===== src/rtl/cmp_pkg.sv =====
// Shared types for the byte-serial magnitude comparator.
//   state_t      : sequencer states IDLE / RUN / DONE
//   res_t        : one-hot verdict {gt, eq, lt}
//   RES_*        : verdict constants (RES_NONE = no verdict, used while idle)
//   norm_cascade : folds an arbitrary cascade-in triple into a one-hot verdict
package cmp_pkg;

    typedef enum logic [1:0] {
        IDLE = 2'd0,
        RUN  = 2'd1,
        DONE = 2'd2
    } state_t;

    typedef struct packed {
        logic gt;
        logic eq;
        logic lt;
    } res_t;

    localparam res_t RES_GT   = 3'b100;
    localparam res_t RES_EQ   = 3'b010;
    localparam res_t RES_LT   = 3'b001;
    localparam res_t RES_NONE = 3'b000;

    // Priority gt > lt > eq; anything without gt or lt (including all-zero) is EQ.
    function automatic res_t norm_cascade(input logic g, input logic e, input logic l);
        res_t r;
        casez ({g, l, e})
            3'b1??:  r = RES_GT;
            3'b01?:  r = RES_LT;
            default: r = RES_EQ;
        endcase
        return r;
    endfunction

endpackage


===== src/rtl/cmp8_cascade.sv =====
// Combinational 8-bit cascadable magnitude-comparator slice.
//   a, b       : byte operands (unsigned)
//   g, e, l    : cascade-in verdict from the less significant bytes
//   gt, eq, lt : cascade-out verdict; this byte decides unless a == b
module cmp8_cascade (
    input  logic [7:0] a,
    input  logic [7:0] b,
    input  logic       g,
    input  logic       e,
    input  logic       l,
    output logic       gt,
    output logic       eq,
    output logic       lt
);

    always_comb begin
        if (a > b) begin
            {gt, eq, lt} = 3'b100;
        end else if (a < b) begin
            {gt, eq, lt} = 3'b001;
        end else begin
            {gt, eq, lt} = {g, e, l};
        end
    end

endmodule


===== src/rtl/cmp_seq_ctrl.sv =====
// Byte-serial wide-operand comparator sequencer. One cmp8_cascade slice is
// reused NBYTES times, LSB byte first, with each byte verdict fed back as the
// next cascade input.
//   clk, rst_n               : clock, asynchronous active-low reset
//   start_valid/start_ready  : request handshake; op_a, op_b, signed_i and
//                              cin_gt/eq/lt are sampled on accept
//   res_valid/res_ready      : verdict handshake; res_gt/eq/lt one-hot while valid
//   busy                     : high while a request is in RUN or DONE
module cmp_seq_ctrl
    import cmp_pkg::*;
#(
    parameter int NBYTES = 4
) (
    input  logic                clk,
    input  logic                rst_n,
    input  logic                start_valid,
    output logic                start_ready,
    input  logic [8*NBYTES-1:0] op_a,
    input  logic [8*NBYTES-1:0] op_b,
    input  logic                signed_i,
    input  logic                cin_gt,
    input  logic                cin_eq,
    input  logic                cin_lt,
    output logic                res_valid,
    input  logic                res_ready,
    output logic                res_gt,
    output logic                res_eq,
    output logic                res_lt,
    output logic                busy
);

    localparam int              W    = 8 * NBYTES;
    localparam int              IDXW = (NBYTES > 1) ? $clog2(NBYTES) : 1;
    localparam logic [IDXW-1:0] LAST = IDXW'(NBYTES - 1);

    state_t          state_q;
    logic [IDXW-1:0] idx_q;
    logic [W-1:0]    a_q, b_q;
    logic            sgn_q;
    res_t            cas_q, cas_d;
    res_t            res_q;
    logic            res_valid_q;
    logic            start_ready_q;

    logic [7:0]      a_byte, b_byte;
    logic            accept;

    assign accept = start_valid & start_ready_q;

    // Byte select. For a signed compare only the top byte carries the sign;
    // flipping its bit 7 maps two's-complement order onto unsigned order.
    always_comb begin
        a_byte = '0;
        b_byte = '0;
        for (int i = 0; i < NBYTES; i++) begin
            if (idx_q == IDXW'(i)) begin
                a_byte = a_q[8*i +: 8];
                b_byte = b_q[8*i +: 8];
            end
        end
        if (sgn_q && (idx_q == LAST)) begin
            a_byte[7] = ~a_byte[7];
            b_byte[7] = ~b_byte[7];
        end
    end

    cmp8_cascade u_slice (
        .a  (a_byte),
        .b  (b_byte),
        .g  (cas_q.gt),
        .e  (cas_q.eq),
        .l  (cas_q.lt),
        .gt (cas_d.gt),
        .eq (cas_d.eq),
        .lt (cas_d.lt)
    );

    // Operands are only meaningful between accept and DONE, so they need no reset.
    always_ff @(posedge clk) begin
        if ((state_q == IDLE) && accept) begin
            a_q <= op_a;
            b_q <= op_b;
        end
    end

    always_ff @(posedge clk or negedge rst_n) begin
        if (!rst_n) begin
            state_q       <= IDLE;
            idx_q         <= '0;
            sgn_q         <= 1'b0;
            cas_q         <= RES_EQ;
            res_q         <= RES_NONE;
            res_valid_q   <= 1'b0;
            start_ready_q <= 1'b0;
        end else begin
            case (state_q)
                IDLE: begin
                    // Ready rises on the first edge after reset release.
                    start_ready_q <= 1'b1;
                    if (accept) begin
                        sgn_q         <= signed_i;
                        idx_q         <= '0;
                        cas_q         <= norm_cascade(cin_gt, cin_eq, cin_lt);
                        start_ready_q <= 1'b0;
                        state_q       <= RUN;
                    end
                end
                RUN: begin
                    cas_q <= cas_d;
                    if (idx_q == LAST) begin
                        res_q       <= cas_d;
                        res_valid_q <= 1'b1;
                        state_q     <= DONE;
                    end else begin
                        idx_q <= idx_q + IDXW'(1);
                    end
                end
                DONE: begin
                    if (res_ready) begin
                        res_valid_q   <= 1'b0;
                        res_q         <= RES_NONE;
                        start_ready_q <= 1'b1;
                        state_q       <= IDLE;
                    end
                end
                default: begin
                    state_q <= IDLE;
                end
            endcase
        end
    end

    assign start_ready = start_ready_q;
    assign res_valid   = res_valid_q;
    assign res_gt      = res_q.gt;
    assign res_eq      = res_q.eq;
    assign res_lt      = res_q.lt;
    assign busy        = (state_q != IDLE);

endmodule

===== config.mk =====
export PLATFORM = sky130hd
export DESIGN_NAME = cmp_seq_ctrl
export DESIGN_NICKNAME = d
export VERILOG_FILES = /design/src/rtl/cmp_pkg.sv /design/src/rtl/cmp8_cascade.sv /design/src/rtl/cmp_seq_ctrl.sv
export SDC_FILE = /design/constraint.sdc
export NUM_CORES = 1
export LEC_CHECK = 0
export ABC_AREA = 1
export ABC_CLOCK_PERIOD_IN_PS = 7140
export BUFFER_PORTS_ARGS = -buffer_cell sky130_fd_sc_hd__buf_2
export CORE_MARGIN = 10
export CORE_UTILIZATION = 57
export CTS_CLUSTER_DIAMETER = 200
export DETAILED_ROUTE_END_ITERATION = 10
export GPL_TIMING_DRIVEN = 0
export PLACE_DENSITY_LB_ADDON = 0.08
export SETUP_SLACK_MARGIN = 0.5
export SYNTH_ARGS = -nofsm -noshare
export SYNTH_HDL_FRONTEND = slang
export SYNTH_SLANG_ARGS = --single-unit

===== constraint.sdc =====
create_clock -name clk -period 7.14 [get_ports clk]
set_input_delay 1.428 -clock clk [delete_from_list [all_inputs] [get_ports clk]]
set_output_delay 1.428 -clock clk [all_outputs]
set_load 0.01 [all_outputs]

==> report_table.html <==
<table>
<tr><th>Metric</th><th>Value</th></tr>
<tr><th colspan="2">Global routing</th></tr>
<tr><td>Wire length of the first global-routing pass</td><td>approximately 11,000 um</td></tr>
<tr><td>Pin count of the biggest net entering global routing</td><td>36</td></tr>
<tr><td>Number of global-route vias before repair</td><td>~2,400</td></tr>
<tr><td>All-Layer GR Usage</td><td>0.159</td></tr>
<tr><td>Initial antenna violation count</td><td>0</td></tr>
<tr><td>Final global-route overflow total</td><td>0</td></tr>
<tr><th colspan="2">Clocking</th></tr>
<tr><td>TritonCTS Sinks</td><td>77</td></tr>
<tr><td>Maximum root-to-sink buffer count</td><td>2</td></tr>
<tr><td>Number of buffers inserted by post-CTS setup repair</td><td>0</td></tr>
<tr><td>TritonCTS clock tree</td><td>yes</td></tr>
<tr><td>Quantity of hold-fixing buffers added after cts</td><td>0</td></tr>
<tr><td>Clk Tree Root Cell</td><td>sky130_fd_sc_hd__clkbuf_8</td></tr>
<tr><td>Clock latency on the worst-skew pair</td><td>approximately 0.35 ns</td></tr>
<tr><td>Clock buffer count from CTS</td><td>9</td></tr>
<tr><td>Post-CTS Resized</td><td>0</td></tr>
<tr><td>CTS H-Tree Depth</td><td>3</td></tr>
<tr><td>Register clock-pin slew on the reported worst setup and hold paths</td><td>about 0.070 ns</td></tr>
<tr><th colspan="2">Synthesis</th></tr>
<tr><td>Synth Instances</td><td>260</td></tr>
<tr><td>EDFF count, synth</td><td>64</td></tr>
<tr><td>Yosys warning total</td><td>0</td></tr>
<tr><td>Post-synthesis cell type count</td><td>28</td></tr>
<tr><td>Netlist area before placement</td><td>0.00327 mm2</td></tr>
<tr><td>Post-synth ARST share</td><td>0.169</td></tr>
<tr><td>Fraction of the yosys area taken by sequential cells</td><td>0.688</td></tr>
<tr><td>Top_reg_cell synth</td><td>sky130_fd_sc_hd__edfxtp_1</td></tr>
<tr><td>Mean area per synthesized cell</td><td>approximately 13 um2</td></tr>
<tr><td>Leading post-synthesis cells by cell area</td><td>sky130_fd_sc_hd__edfxtp_1 59%, sky130_fd_sc_hd__dfrtp_1 9.2%, sky130_fd_sc_hd__nand2_1 5.7%, sky130_fd_sc_hd__ha_1 4.6%, sky130_fd_sc_hd__a21oi_1 3.4%</td></tr>
<tr><td>Dominant cell type by area after synthesis</td><td>sky130_fd_sc_hd__edfxtp_1</td></tr>
<tr><td>Flop and latch count out of synthesis</td><td>77</td></tr>
<tr><td>Net count after synthesis</td><td>roughly 340</td></tr>
<tr><td>Area share of the largest cell type after synthesis</td><td>0.588</td></tr>
<tr><th colspan="2">STA</th></tr>
<tr><td>Clock tree skew after final layout</td><td>0.00532 ns</td></tr>
<tr><td>Worst Hold Margin</td><td>0.488 ns</td></tr>
<tr><td>Max-slew violation count</td><td>0</td></tr>
<tr><td>Minimum period implied by the final worst setup slack</td><td>approximately 2.6 ns</td></tr>
<tr><td>RSZ-0062 raised after global routing</td><td>false</td></tr>
<tr><td>Post-Route Setup TNS</td><td>0 ns</td></tr>
<tr><td>Rel. slew slack</td><td>0.528</td></tr>
<tr><td>Part of the cycle the worst path needs</td><td>0.361</td></tr>
<tr><td>Final number of hold-violating endpoints</td><td>0</td></tr>
<tr><td>Max frequency</td><td>around 390 MHz</td></tr>
<tr><td>Transition time at the pin with the least slew margin</td><td>a little over 0.7 ns</td></tr>
<tr><td>Minimum setup slack in the final design</td><td>roughly 4.6 ns</td></tr>
<tr><td>Count of final setup violators</td><td>0</td></tr>
<tr><th colspan="2">Layout</th></tr>
<tr><td>Multi-input gate area in the final layout</td><td>a little under 900 um2</td></tr>
<tr><td>Number of diodes</td><td>0</td></tr>
<tr><td>Final Core Density</td><td>0.717</td></tr>
<tr><td>Number of cells in the finished layout apart from fillers</td><td>between 400 and 500</td></tr>
<tr><td>Most frequent cells in the layout</td><td>80 x sky130_fd_sc_hd__buf_2, 64 x sky130_fd_sc_hd__edfxtp_1, 50 x sky130_fd_sc_hd__nand2_1, 22 x sky130_fd_sc_hd__a21oi_1, 21 x sky130_fd_sc_hd__o21ai_0</td></tr>
<tr><td>Share of post-route cells with drive strength above 1</td><td>0.334</td></tr>
<tr><td>Nets</td><td>around 430</td></tr>
<tr><td>FILL cells</td><td>around 400</td></tr>
<tr><td>Commonest non-fill, non-tap cell in the layout</td><td>sky130_fd_sc_hd__buf_2</td></tr>
<tr><td>Post-route cell area</td><td>0.00397 mm2</td></tr>
<tr><td>Register cell area after layout</td><td>approximately 0.0022 mm2</td></tr>
<tr><td>Synth-to-layout area growth</td><td>21.5%</td></tr>
<tr><th colspan="2">Power</th></tr>
<tr><td>Internal power</td><td>1.08 mW</td></tr>
<tr><td>Combinational fraction of design power</td><td>0.413</td></tr>
<tr><td>Final Power</td><td>1.71 mW</td></tr>
<tr><td>Worst voltage drop across the vdd grid</td><td>between 0.2 and 0.25 mV</td></tr>
<tr><td>Static leakage</td><td>between 1.5 and 2 nW</td></tr>
<tr><td>Total power per unit cell area</td><td>around 430 mW/mm2</td></tr>
<tr><td>Register share of total power</td><td>0.382</td></tr>
<tr><td>Fraction of power spent switching nets</td><td>0.371</td></tr>
<tr><td>Part of the power in the clock network</td><td>0.204</td></tr>
<tr><td>Switching power</td><td>between 600 and 700 uW</td></tr>
<tr><th colspan="2">Worst setup path</th></tr>
<tr><td>Capturing element type of the critical path</td><td>register</td></tr>
<tr><td>Crit path arrival time</td><td>between 2 and 3 ns</td></tr>
<tr><td>Register-to-Register Setup Slack</td><td>4.56 ns</td></tr>
<tr><td>Critical path launch point type</td><td>register</td></tr>
<tr><td>Largest driver fanout on the critical path</td><td>10</td></tr>
<tr><td>Worst Setup Path Type</td><td>register to register</td></tr>
<tr><td>Required time of the critical path</td><td>~7.4 ns</td></tr>
<tr><th colspan="2">Detailed routing</th></tr>
<tr><td>Via count normalized by instance count</td><td>~5.2</td></tr>
<tr><td>DRC errors left</td><td>0</td></tr>
<tr><td>Drt total wl</td><td>6780 um</td></tr>
<tr><td>Total number of vias</td><td>2,199</td></tr>
<tr><td>Routed len/inst</td><td>16.0 um</td></tr>
<tr><td>Iter 0 DRT Violations</td><td>83</td></tr>
<tr><td>Routed Antenna Nets</td><td>0</td></tr>
<tr><td>First-pass iteration count of the detailed router</td><td>4</td></tr>
<tr><th colspan="2">Floorplan</th></tr>
<tr><td>Die width</td><td>~96 um</td></tr>
<tr><td>Area of the core</td><td>0.00554 mm2</td></tr>
<tr><td># rows</td><td>27</td></tr>
<tr><td>Die Footprint</td><td>0.00917 mm2</td></tr>
<tr><td>Die extent in y</td><td>between 90 and 100 um</td></tr>
<tr><td>Effective utilization at floorplan</td><td>0.590</td></tr>
<tr><td>Number of ports placed on the die boundary</td><td>78</td></tr>
<tr><th colspan="2">Hold path</th></tr>
<tr><td>Hold Path Class</td><td>register to register</td></tr>
<tr><th colspan="2">Place</th></tr>
<tr><td>Worst setup slack before clock tree synthesis</td><td>4.25 ns</td></tr>
<tr><td>Number of port buffers</td><td>76</td></tr>
<tr><td>Final weighted congestion in routability-driven placement</td><td>roughly 0.76</td></tr>
<tr><td>DP Wirelength</td><td>~5000 um</td></tr>
<tr><td>Total placed cells including tap cells</td><td>409</td></tr>
<tr><td>Area after detailed placement</td><td>~0.0038 mm2</td></tr>
<tr><th colspan="2">Flow run</th></tr>
<tr><td>Maxcap violations</td><td>0</td></tr>
<tr><th colspan="2">Outcome</th></tr>
<tr><td>Run status</td><td>finished clean</td></tr>
</table>
## registers in the layout, indices dropped and copies added, names as in the netlist
name         flops
a_q             32
b_q             32
cas_q            3
idx_q            2
state_q          2
res_eq           1
res_gt           1
res_lt           1
res_valid        1
sgn_q            1
start_ready      1
## cell usage after synthesis (2+ instances only)
master	count
sky130_fd_sc_hd__a22oi_1	10
sky130_fd_sc_hd__nand2_2	2
sky130_fd_sc_hd__a22oi_2	2
sky130_fd_sc_hd__nand4_1	2
sky130_fd_sc_hd__nor2_2	2
sky130_fd_sc_hd__ha_1	12
sky130_fd_sc_hd__o21ai_1	10
sky130_fd_sc_hd__nand2_1	50
sky130_fd_sc_hd__nor2_1	9
sky130_fd_sc_hd__buf_2	4
sky130_fd_sc_hd__nand3_1	4
sky130_fd_sc_hd__o31ai_1	2
sky130_fd_sc_hd__buf_4	3
sky130_fd_sc_hd__a21oi_1	22
sky130_fd_sc_hd__o21ai_2	2
sky130_fd_sc_hd__inv_1	15
sky130_fd_sc_hd__dfrtp_1	12
sky130_fd_sc_hd__edfxtp_1	64
sky130_fd_sc_hd__inv_2	4
sky130_fd_sc_hd__o21ai_0	21
## power groups by stage
| stage | clock, mW | combinational (mW) | sequential (mW) |
|---|---|---|---|
| after floorplan | 0 | 0.513 | 0.665 |
| after global placement | 0 | 0.677 | 0.666 |
| after detailed placement | 0 | 0.707 | 0.664 |
| after CTS | 0.357 | 0.715 | 0.655 |
| after global routing | 0.378 | 0.823 | 0.665 |
| final | 0.350 | 0.707 | 0.654 |
## kinds of logic after synthesis
logic type	Yosys count	share of synthesized area
buf+inv	28	0.0429
flops	77	0.688
simple gates	72	0.0968
fa+ha+maj	12	0.0459
compound gates	71	0.127
## worst max-delay path: stages, from the launching register on
cell,delay (ns)
sky130_fd_sc_hd__dfrtp_1,0.39
sky130_fd_sc_hd__inv_1,0.09
sky130_fd_sc_hd__ha_1,0.20
sky130_fd_sc_hd__buf_6,0.15
sky130_fd_sc_hd__nor2_8,0.16
sky130_fd_sc_hd__buf_8,0.16
sky130_fd_sc_hd__a22oi_1,0.09
sky130_fd_sc_hd__o21ai_1,0.14
sky130_fd_sc_hd__o21ai_0,0.11
sky130_fd_sc_hd__ha_1,0.31
sky130_fd_sc_hd__a21oi_1,0.14
sky130_fd_sc_hd__nor2_1,0.05
sky130_fd_sc_hd__nor2_1,0.10
sky130_fd_sc_hd__nand2_1,0.12
sky130_fd_sc_hd__nand2_1,0.11
sky130_fd_sc_hd__nand2_1,0.05
sky130_fd_sc_hd__nand2_1,0.05
sky130_fd_sc_hd__nand2_1,0.05
## per-layer routing
layer,track usage,vias to the layer above,part of all wire
met4,0.0676,0,0.014
met5,0,-,0
met2,0.269,62,0.52
li1,-,1105,-
met3,0.0482,10,0.057
met1,0.182,1022,0.41
## final timing paths
kind                       startpoint  depth (start not counted)     endpoint
max in group asynchronous       rst_n                          1     cas_q[1]
setup reg to reg             idx_q[1]                         17     cas_q[2]
setup / recovery             idx_q[1]                         17     cas_q[2]
min in group asynchronous       rst_n                          1  start_ready
hold / removal               cas_q[2]                          2     cas_q[2]
hold reg to reg              cas_q[2]                          2     cas_q[2]
## final cells by class
type | count | area share
Sequential cell | 77 | 0.566
Timing Repair Buffer | 77 | 0.101
Tap cell | 72 | 0.0227
Buffer | 9 | 0.0173
Clock inverter | 6 | 0.0217
Inverter | 19 | 0.0179
Multi-Input combinational cell | 155 | 0.222
Clock buffer | 10 | 0.0321
No activity file was read; power rests on OpenSTA's default activity.
